## config.mk

```make
export PLATFORM = sky130hd
export DESIGN_NAME = bufram32_ctrl_flat
export DESIGN_NICKNAME = d
export VERILOG_FILES = /design/src/rtl/bufram32_ctrl_if.sv /design/src/rtl/bufram32_ctrl.sv /design/src/flat_wrapper.sv
export SDC_FILE = /design/constraint.sdc
export NUM_CORES = 1
export LEC_CHECK = 0
export BUFFER_PORTS_ARGS = -buffer_cell sky130_fd_sc_hd__buf_2
export CORE_MARGIN = 2
export CORE_UTILIZATION = 53
export DETAILED_ROUTE_END_ITERATION = 12
export MAX_ROUTING_LAYER = met4
export PLACE_DENSITY = 0.8
export SYNTH_ARGS = -nofsm -noshare
export SYNTH_HDL_FRONTEND = slang
export SYNTH_SLANG_ARGS = --single-unit
```

## constraint.sdc

```tcl
create_clock -name CLK -period 2.3 [get_ports CLK]
set_input_delay 0.23 -clock CLK [delete_from_list [all_inputs] [get_ports CLK]]
set_output_delay 0.23 -clock CLK [all_outputs]
set_load 0.02 [all_outputs]
```

## src/rtl/bufram32_ctrl_if.sv

```systemverilog
// ---------------------------------------------------------------------------
// bufram32_ctrl_if -- signal bundle between a sample source and the
// double-buffer RAM controller.
//
// Signals
//   ED        source -> ctrl  global enable (clock qualifier)
//   START     source -> ctrl  first sample of an input frame (ED-qualified)
//   WE        ctrl -> source  buffer write enable
//   ODD       ctrl -> source  bank select (write half when 1, read half when 0)
//   ADDRW     ctrl -> source  write address, bit 5 always 0
//   ADDRR     ctrl -> source  read address, bit 5 always 0
//   RDY       ctrl -> source  pulse with the first valid output datum of a frame
//   BUSY      ctrl -> source  frame being written or read
//   FERR      ctrl -> source  pulse on frame abort
//   state_dbg ctrl -> source  controller FSM state, for observation only
//
// Qualification rule: there is no valid/ready back-pressure. A sample is
// accepted on every rising clock edge where ED=1 and WE=1; START is only
// looked at when ED=1. With ED=0 nothing in the controller advances.
// ---------------------------------------------------------------------------
interface bufram32_ctrl_if;
    logic       ED;
    logic       START;
    logic       WE;
    logic       ODD;
    logic [5:0] ADDRW;
    logic [5:0] ADDRR;
    logic       RDY;
    logic       BUSY;
    logic       FERR;
    logic [1:0] state_dbg;

    modport master (
        output ED, START,
        input  WE, ODD, ADDRW, ADDRR, RDY, BUSY, FERR, state_dbg
    );

    modport slave (
        input  ED, START,
        output WE, ODD, ADDRW, ADDRR, RDY, BUSY, FERR, state_dbg
    );
endinterface

```

## src/rtl/bufram32_ctrl.sv

```systemverilog
// ---------------------------------------------------------------------------
// bufram32_ctrl -- address/bank controller for a ping-pong frame buffer.
//
// Incoming frames of NPT samples are written in natural order into one half
// of a buffer RAM while the previously completed frame is read out of the
// other half. ODD swaps the halves after the last sample of each frame.
// RDY marks the first datum coming out of the RAM, LAT ED-cycles after the
// first read address of a pass is presented.
//
// Parameters
//   NPT  samples per frame (power of two, 2..32)
//   LAT  buffer-RAM read latency in ED-qualified cycles (>= 1)
//
// Ports
//   CLK  clock, all state changes on its rising edge
//   RST  asynchronous active-high reset
//   bus  bufram32_ctrl_if.slave: ED, START in; WE, ODD, ADDRW, ADDRR, RDY,
//        BUSY, FERR, state_dbg out
//
// Build option
//   BUFRAM32_BITREV_EN  when defined, the read pass visits addresses in
//                       bit-reversed order over log2(NPT) bits; otherwise
//                       natural order. Write order is always natural.
// ---------------------------------------------------------------------------
module bufram32_ctrl #(
    parameter int NPT = 32,
    parameter int LAT = 2
) (
    input  logic            CLK,
    input  logic            RST,
    bufram32_ctrl_if.slave  bus
);

    localparam int AW = (NPT > 1) ? $clog2(NPT) : 1;
    localparam logic [AW-1:0] CNT_LAST = AW'(NPT - 1);

    typedef enum logic [1:0] {
        IDLE  = 2'd0,
        FILL  = 2'd1,
        RUN   = 2'd2,
        DRAIN = 2'd3
    } state_t;

    state_t          state_q, state_d;
    logic [AW-1:0]   wc_q, wc_d;
    logic [AW-1:0]   rc_q, rc_d;
    logic            odd_q, odd_d;
    logic            reading_q, reading_d;
    logic [5:0]      addrr_q, addrr_d;
    logic            first_q, first_d;
    logic [LAT-1:0]  dl_q, dl_d;
    logic            ferr_q, ferr_d;

    logic            we;
    logic            abort;
    logic            last_write;
    logic            last_read;
    logic            pipe_empty;

    // Read-address order for one pass.
    function automatic logic [AW-1:0] perm(input logic [AW-1:0] a);
`ifdef BUFRAM32_BITREV_EN
        logic [AW-1:0] r;
        r = '0;
        for (int i = 0; i < AW; i++) begin
            r[i] = a[AW-1-i];
        end
        return r;
`else
        return a;
`endif
    endfunction

    always_comb begin
        // A frame is being written whenever wc has left 0; START opens one.
        we         = ~RST & bus.ED & (bus.START | (wc_q != '0));
        abort      = bus.ED & bus.START & (wc_q != '0);
        last_write = we & ~bus.START & (wc_q == CNT_LAST);
        last_read  = bus.ED & reading_q & (rc_q == CNT_LAST);
        pipe_empty = ~first_q & (dl_q == '0);

        wc_d      = wc_q;
        rc_d      = rc_q;
        odd_d     = odd_q;
        reading_d = reading_q;
        addrr_d   = addrr_q;
        first_d   = first_q;
        dl_d      = dl_q;
        ferr_d    = abort;
        state_d   = state_q;

        // An aborting START reuses this cycle as sample 0 of the new frame.
        if (we) begin
            wc_d = bus.START ? AW'(1) : wc_q + AW'(1);
        end

        if (bus.ED) begin
            // first_q flags the cycle in which ADDRR holds the first address
            // of a pass; the delay line carries it LAT ED-cycles further.
            first_d = reading_q & (rc_q == '0);
            dl_d[0] = first_q;
            for (int i = 1; i < LAT; i++) begin
                dl_d[i] = dl_q[i-1];
            end
            if (reading_q) begin
                addrr_d = 6'(perm(rc_q));
                rc_d    = rc_q + AW'(1);
                if (rc_q == CNT_LAST) begin
                    reading_d = 1'b0;
                end
            end
        end

        // Swap overrides the end of the previous pass so a new pass can
        // follow the old one with no gap cycle.
        if (last_write) begin
            odd_d     = ~odd_q;
            rc_d      = '0;
            reading_d = 1'b1;
        end

        if (bus.ED) begin
            case (state_q)
                IDLE: begin
                    if (bus.START) begin
                        state_d = reading_q ? RUN : FILL;
                    end
                end
                FILL: begin
                    if (last_write) begin
                        state_d = RUN;
                    end
                end
                RUN: begin
                    if (last_read && !last_write && (wc_q == '0) && !bus.START) begin
                        state_d = DRAIN;
                    end
                end
                DRAIN: begin
                    if (bus.START) begin
                        state_d = reading_q ? RUN : FILL;
                    end else if (pipe_empty) begin
                        state_d = IDLE;
                    end
                end
                default: state_d = IDLE;
            endcase
        end
    end

    always_ff @(posedge CLK or posedge RST) begin
        if (RST) begin
            state_q   <= IDLE;
            wc_q      <= '0;
            rc_q      <= '0;
            odd_q     <= 1'b0;
            reading_q <= 1'b0;
            addrr_q   <= '0;
            first_q   <= 1'b0;
            dl_q      <= '0;
            ferr_q    <= 1'b0;
        end else begin
            state_q   <= state_d;
            wc_q      <= wc_d;
            rc_q      <= rc_d;
            odd_q     <= odd_d;
            reading_q <= reading_d;
            addrr_q   <= addrr_d;
            first_q   <= first_d;
            dl_q      <= dl_d;
            ferr_q    <= ferr_d;
        end
    end

    assign bus.WE        = we;
    assign bus.ODD       = odd_q;
    assign bus.ADDRW     = bus.START ? 6'd0 : 6'(wc_q);
    assign bus.ADDRR     = addrr_q;
    assign bus.RDY       = dl_q[LAT-1];
    assign bus.BUSY      = (state_q != IDLE);
    assign bus.FERR      = ferr_q;
    assign bus.state_dbg = state_q;

endmodule

```

## src/flat_wrapper.sv

```systemverilog
// flat-port wrapper written by rule: the top's interface ports become plain ports
module bufram32_ctrl_flat 
#(
    parameter int NPT = 32,
    parameter int LAT = 2
)
  (CLK, RST, bus_ED, bus_START, bus_WE, bus_ODD, bus_ADDRW, bus_ADDRR, bus_RDY, bus_BUSY, bus_FERR, bus_state_dbg);
  bufram32_ctrl_if bus_i ();
  input  logic CLK;
  input  logic RST;
  input wire logic [$bits(bus_i.ED)-1:0] bus_ED;
  input wire logic [$bits(bus_i.START)-1:0] bus_START;
  output wire logic [$bits(bus_i.WE)-1:0] bus_WE;
  output wire logic [$bits(bus_i.ODD)-1:0] bus_ODD;
  output wire logic [$bits(bus_i.ADDRW)-1:0] bus_ADDRW;
  output wire logic [$bits(bus_i.ADDRR)-1:0] bus_ADDRR;
  output wire logic [$bits(bus_i.RDY)-1:0] bus_RDY;
  output wire logic [$bits(bus_i.BUSY)-1:0] bus_BUSY;
  output wire logic [$bits(bus_i.FERR)-1:0] bus_FERR;
  output wire logic [$bits(bus_i.state_dbg)-1:0] bus_state_dbg;
  assign bus_i.ED = bus_ED;
  assign bus_i.START = bus_START;
  assign bus_WE = bus_i.WE;
  assign bus_ODD = bus_i.ODD;
  assign bus_ADDRW = bus_i.ADDRW;
  assign bus_ADDRR = bus_i.ADDRR;
  assign bus_RDY = bus_i.RDY;
  assign bus_BUSY = bus_i.BUSY;
  assign bus_FERR = bus_i.FERR;
  assign bus_state_dbg = bus_i.state_dbg;
  bufram32_ctrl #(.NPT(NPT), .LAT(LAT)) u_core (.CLK(CLK), .RST(RST), .bus(bus_i));
endmodule
```

==> results.json <==
{
  "dr.first_iter.drc_count": 17,
  "fin_skew_ns": 0.002027,
  "hold_path_class": "in -> async",
  "clk_path_buf_depth": 2,
  "finalHoldViolCount": 0,
  "worstReg2RegStart": "u_core.wc_q[1]$_DFFE_PP0N_",
  "num-nets-final": 150,
  "cts-resized-gates": 0,
  "crit_fanout": 5,
  "synth-compound-area-share_pct": 12.64,
  "layout_min_cycle_time_ns": 2.120,
  "syn-instance-count": 122,
  "ant_nets": 0,
  "final_area_mm2": 0.001331,
  "routabilityCongestion": 0.7748,
  "ys_seq_area_share_pct": 47.67,
  "setup.worst_path.start": "u_core.wc_q[1]$_DFFE_PP0N_",
  "fillers": 192,
  "wire_per_inst_um": 13.17,
  "run_status": "finished clean",
  "start_kind": "register",
  "max_freq_mhz": 471.6,
  "grt_pass1_wl_mm": 3.477,
  "clk_pin_slew_worst_paths_ns": 0.13,
  "cts_tree": "done",
  "maxCapViolations": 0,
  "drv_slew": 0,
  "arrival_ns": 1.89,
  "synthToLayoutAreaGrowth_pct": 10.26,
  "final-seq-area_um2": 575.6,
  "cts-buffers-inserted": 3,
  "tightest_slew_ns": 0.8763,
  "die_area_mm2": 0.002676,
  "h-tree-depth": 1,
  "p_per_area_mw_per_mm2": 647.3,
  "dpl-instance-area_mm2": 0.001304,
  "diodes": 0,
  "fin_tns_setup_ns": 0,
  "finalSetupViolations": 0,
  "initial_utilization_pct": 55.11,
  "muxShareOfSynthArea_pct": 4.663,
  "cp_data_required_time_ns": 2.07,
  "clock_latency_ns": 0.31,
  "yosysUniqueCellTypes": 38,
  "first_pass_iters": 4,
  "synthAdderAreaFrac_pct": 6.218,
  "drc": 0,
  "ys_ff_latch": 23,
  "synth_top_family_by_area": "simple AND/OR/NAND/NOR gates",
  "ir_worst_vdd_uv": 489.3,
  "via_per_inst": 5.653,
  "synth_xor_area_share_pct": 2.176,
  "gr-usage-all-layers_pct": 17.84,
  "postLayoutCoreUtil_pct": 60.77,
  "min_period_over_period_pct": 92.20,
  "synth_area_mm2": 0.001207,
  "totalWireLength_mm": 2.199,
  "antenna_found_initial": 0,
  "synth-simple-area-share_pct": 20.00,
  "grt_pass1_vias": 857,
  "grt_max_degree": 24,
  "overflow": 0,
  "leakage_nw": 0.6849,
  "dp_hpwl_mm": 1.575,
  "port-buffer-count": 20,
  "die_w_um": 51.73,
  "rsz0062_at_grt": "no",
  "cts_setup_buffers": 0,
  "drive_gt1_share_pct": 23.74,
  "end_kind": "output pin",
  "postCtsHoldBufs": 0,
  "vias": 944,
  "root_buffer": "clkbuf_4",
  "fp.coreArea_mm2": 0.002191,
  "crit_type": "reg -> out",
  "multi_input_area_um2": 559.3,
  "slew_headroom_pct": 41.52,
  "die_y_um": 51.73,
  "avgSynthCellArea_um2": 9.897,
  "rows": 17,
  "cts_sinks": 23,
  "ios": 23,
  "ys_warn_count": 0
}
[logic make-up (layout without fill, tap and decap cells)]
logic type | count (synthesis) | after routing
AND/OR/NAND/NOR | 43 | 43
AO/OA/AOI/OAI | 25 | 25
flip-flops | 23 | 23
buffers and inverters | 16 | 32
adder cells (fa/ha/maj) | 6 | 6
multiplexers | 5 | 5
XOR/XNOR | 3 | 3
other | 1 | 2
[synthesized netlist by cell type]
cell type | number | area, um^2
dfrtp_1 | 23 | 575.6
o21ai_0 | 12 | 60.06
nand2_1 | 10 | 37.54
inv_1 | 7 | 26.28
ha_1 | 6 | 75.07
nand3_1 | 6 | 30.03
nor2_1 | 6 | 22.52
clkbuf_1 | 5 | 18.77
mux2_2 | 5 | 56.30
a21oi_1 | 4 | 20.02
nor2b_1 | 4 | 25.02
and3_1 | 3 | 18.77
nand2b_1 | 3 | 18.77
buf_4 | 2 | 15.01
nand4b_1 | 2 | 17.52
xor2_1 | 2 | 17.52
a21o_1 | 1 | 7.510
a221o_1 | 1 | 10.01
a31oi_1 | 1 | 6.260
and4b_1 | 1 | 10.01
buf_2 | 1 | 5.000
buf_6 | 1 | 11.26
conb_1 | 1 | 3.750
nand3b_1 | 1 | 7.510
nor3_1 | 1 | 5.000
nor3b_1 | 1 | 7.510
nor4_1 | 1 | 6.260
nor4b_1 | 1 | 8.760
o211ai_1 | 1 | 7.510
o21ai_1 | 1 | 5.000
o21ba_2 | 1 | 10.01
o221ai_1 | 1 | 8.760
o31ai_1 | 1 | 7.510
o32a_1 | 1 | 10.01
or2_2 | 1 | 6.260
or3_1 | 1 | 6.260
or4b_4 | 1 | 13.76
xnor2_1 | 1 | 8.760
[cell type report]
type	instances	share of cell area, %
Multi-Input combinational cell	84	42.01
Clock inverter	1	0.3759
Sequential cell	23	43.23
Timing Repair Buffer	21	8.083
Tap cell	28	2.632
Clock buffer	3	1.692
Inverter	7	1.974
[worst paths after layout]
| path | endpoint | slack (ns) | cells past startpoint |
|---|---|---|---|
| setup reg to reg | u_core.bus.state_dbg[1]$_DFFE_PP0P_ | 0.28 | 6 |
| min in group CLK | u_core.wc_q[1]$_DFFE_PP0N_ | 0.25 | 4 |
| hold / removal | u_core.wc_q[1]$_DFFE_PP0N_ | 0.09 | 2 |
| hold reg to reg | u_core.bus.ODD$_DFFE_PP0P_ | 0.48 | 1 |
| setup / recovery | bus_WE | 0.18 | 6 |
| max in group asynchronous | u_core.rc_q[2]$_DFFE_PP0P_ | 1.68 | 2 |
[power breakdown]
group          internal [mW]  switching [mW]  total (mW)  leakage [nW]
clock network         0.0650           0.125       0.190        0.0177
logic                 0.0811           0.122       0.203         0.359
registers              0.433          0.0356       0.469         0.308
[stage by stage]
stage                     setup slack (ns)  total power [mW]  hold WS, ns  std cells
after global routing                0.1184            0.9000       0.1650        167
after CTS                           0.1797            0.8647       0.1183        167
after floorplan                     0.4165            0.6210       0.2319        123
after detailed placement            0.3036            0.6791       0.4666        163
final                               0.1795            0.8618      0.09109        167
after global placement              0.3538            0.6674       0.4508        163
[sequential cells by signal, indices dropped and copies added, names as in the netlist]
register              count
u_core.bus.ADDRR          5
u_core.bus.FERR           1
u_core.rc_q               5
u_core.bus.state_dbg      2
u_core.dl_q               2
u_core.reading_q          1
u_core.wc_q               5
u_core.first_q            1
u_core.bus.ODD            1
[metal layers]
metal,vias to the layer above,track usage (%),wire [um]
li1,455,-,-
met1,465,21.85,1019
met2,22,29.49,1082
met3,2,2.874,79
met4,0,7.456,19
met5,-,-,0
[cell usage in the layout, fill, tap and decap left out, types with 2 or more instances in the layout]
cell      count
inv_1         7
nand2_1      10
clkbuf_4      3
ha_1          6
nand2b_1      3
mux2_2        5
xor2_1        2
o21ai_0      12
a21oi_1       4
nand4b_1      2
conb_1        2
nor2_1        6
and3_1        3
nor2b_1       4
nand3_1       6
buf_2        20
dfrtp_1      23
[critical path, stage by stage, from the launching register on]
cell and delay (ns):
dfrtp_1 0.44, inv_1 0.11, ha_1 0.15, or4b_4 0.49, o21ai_1 0.18, inv_1 0.07
buf_2 0.16
No activity file was read; power rests on OpenSTA's default activity.
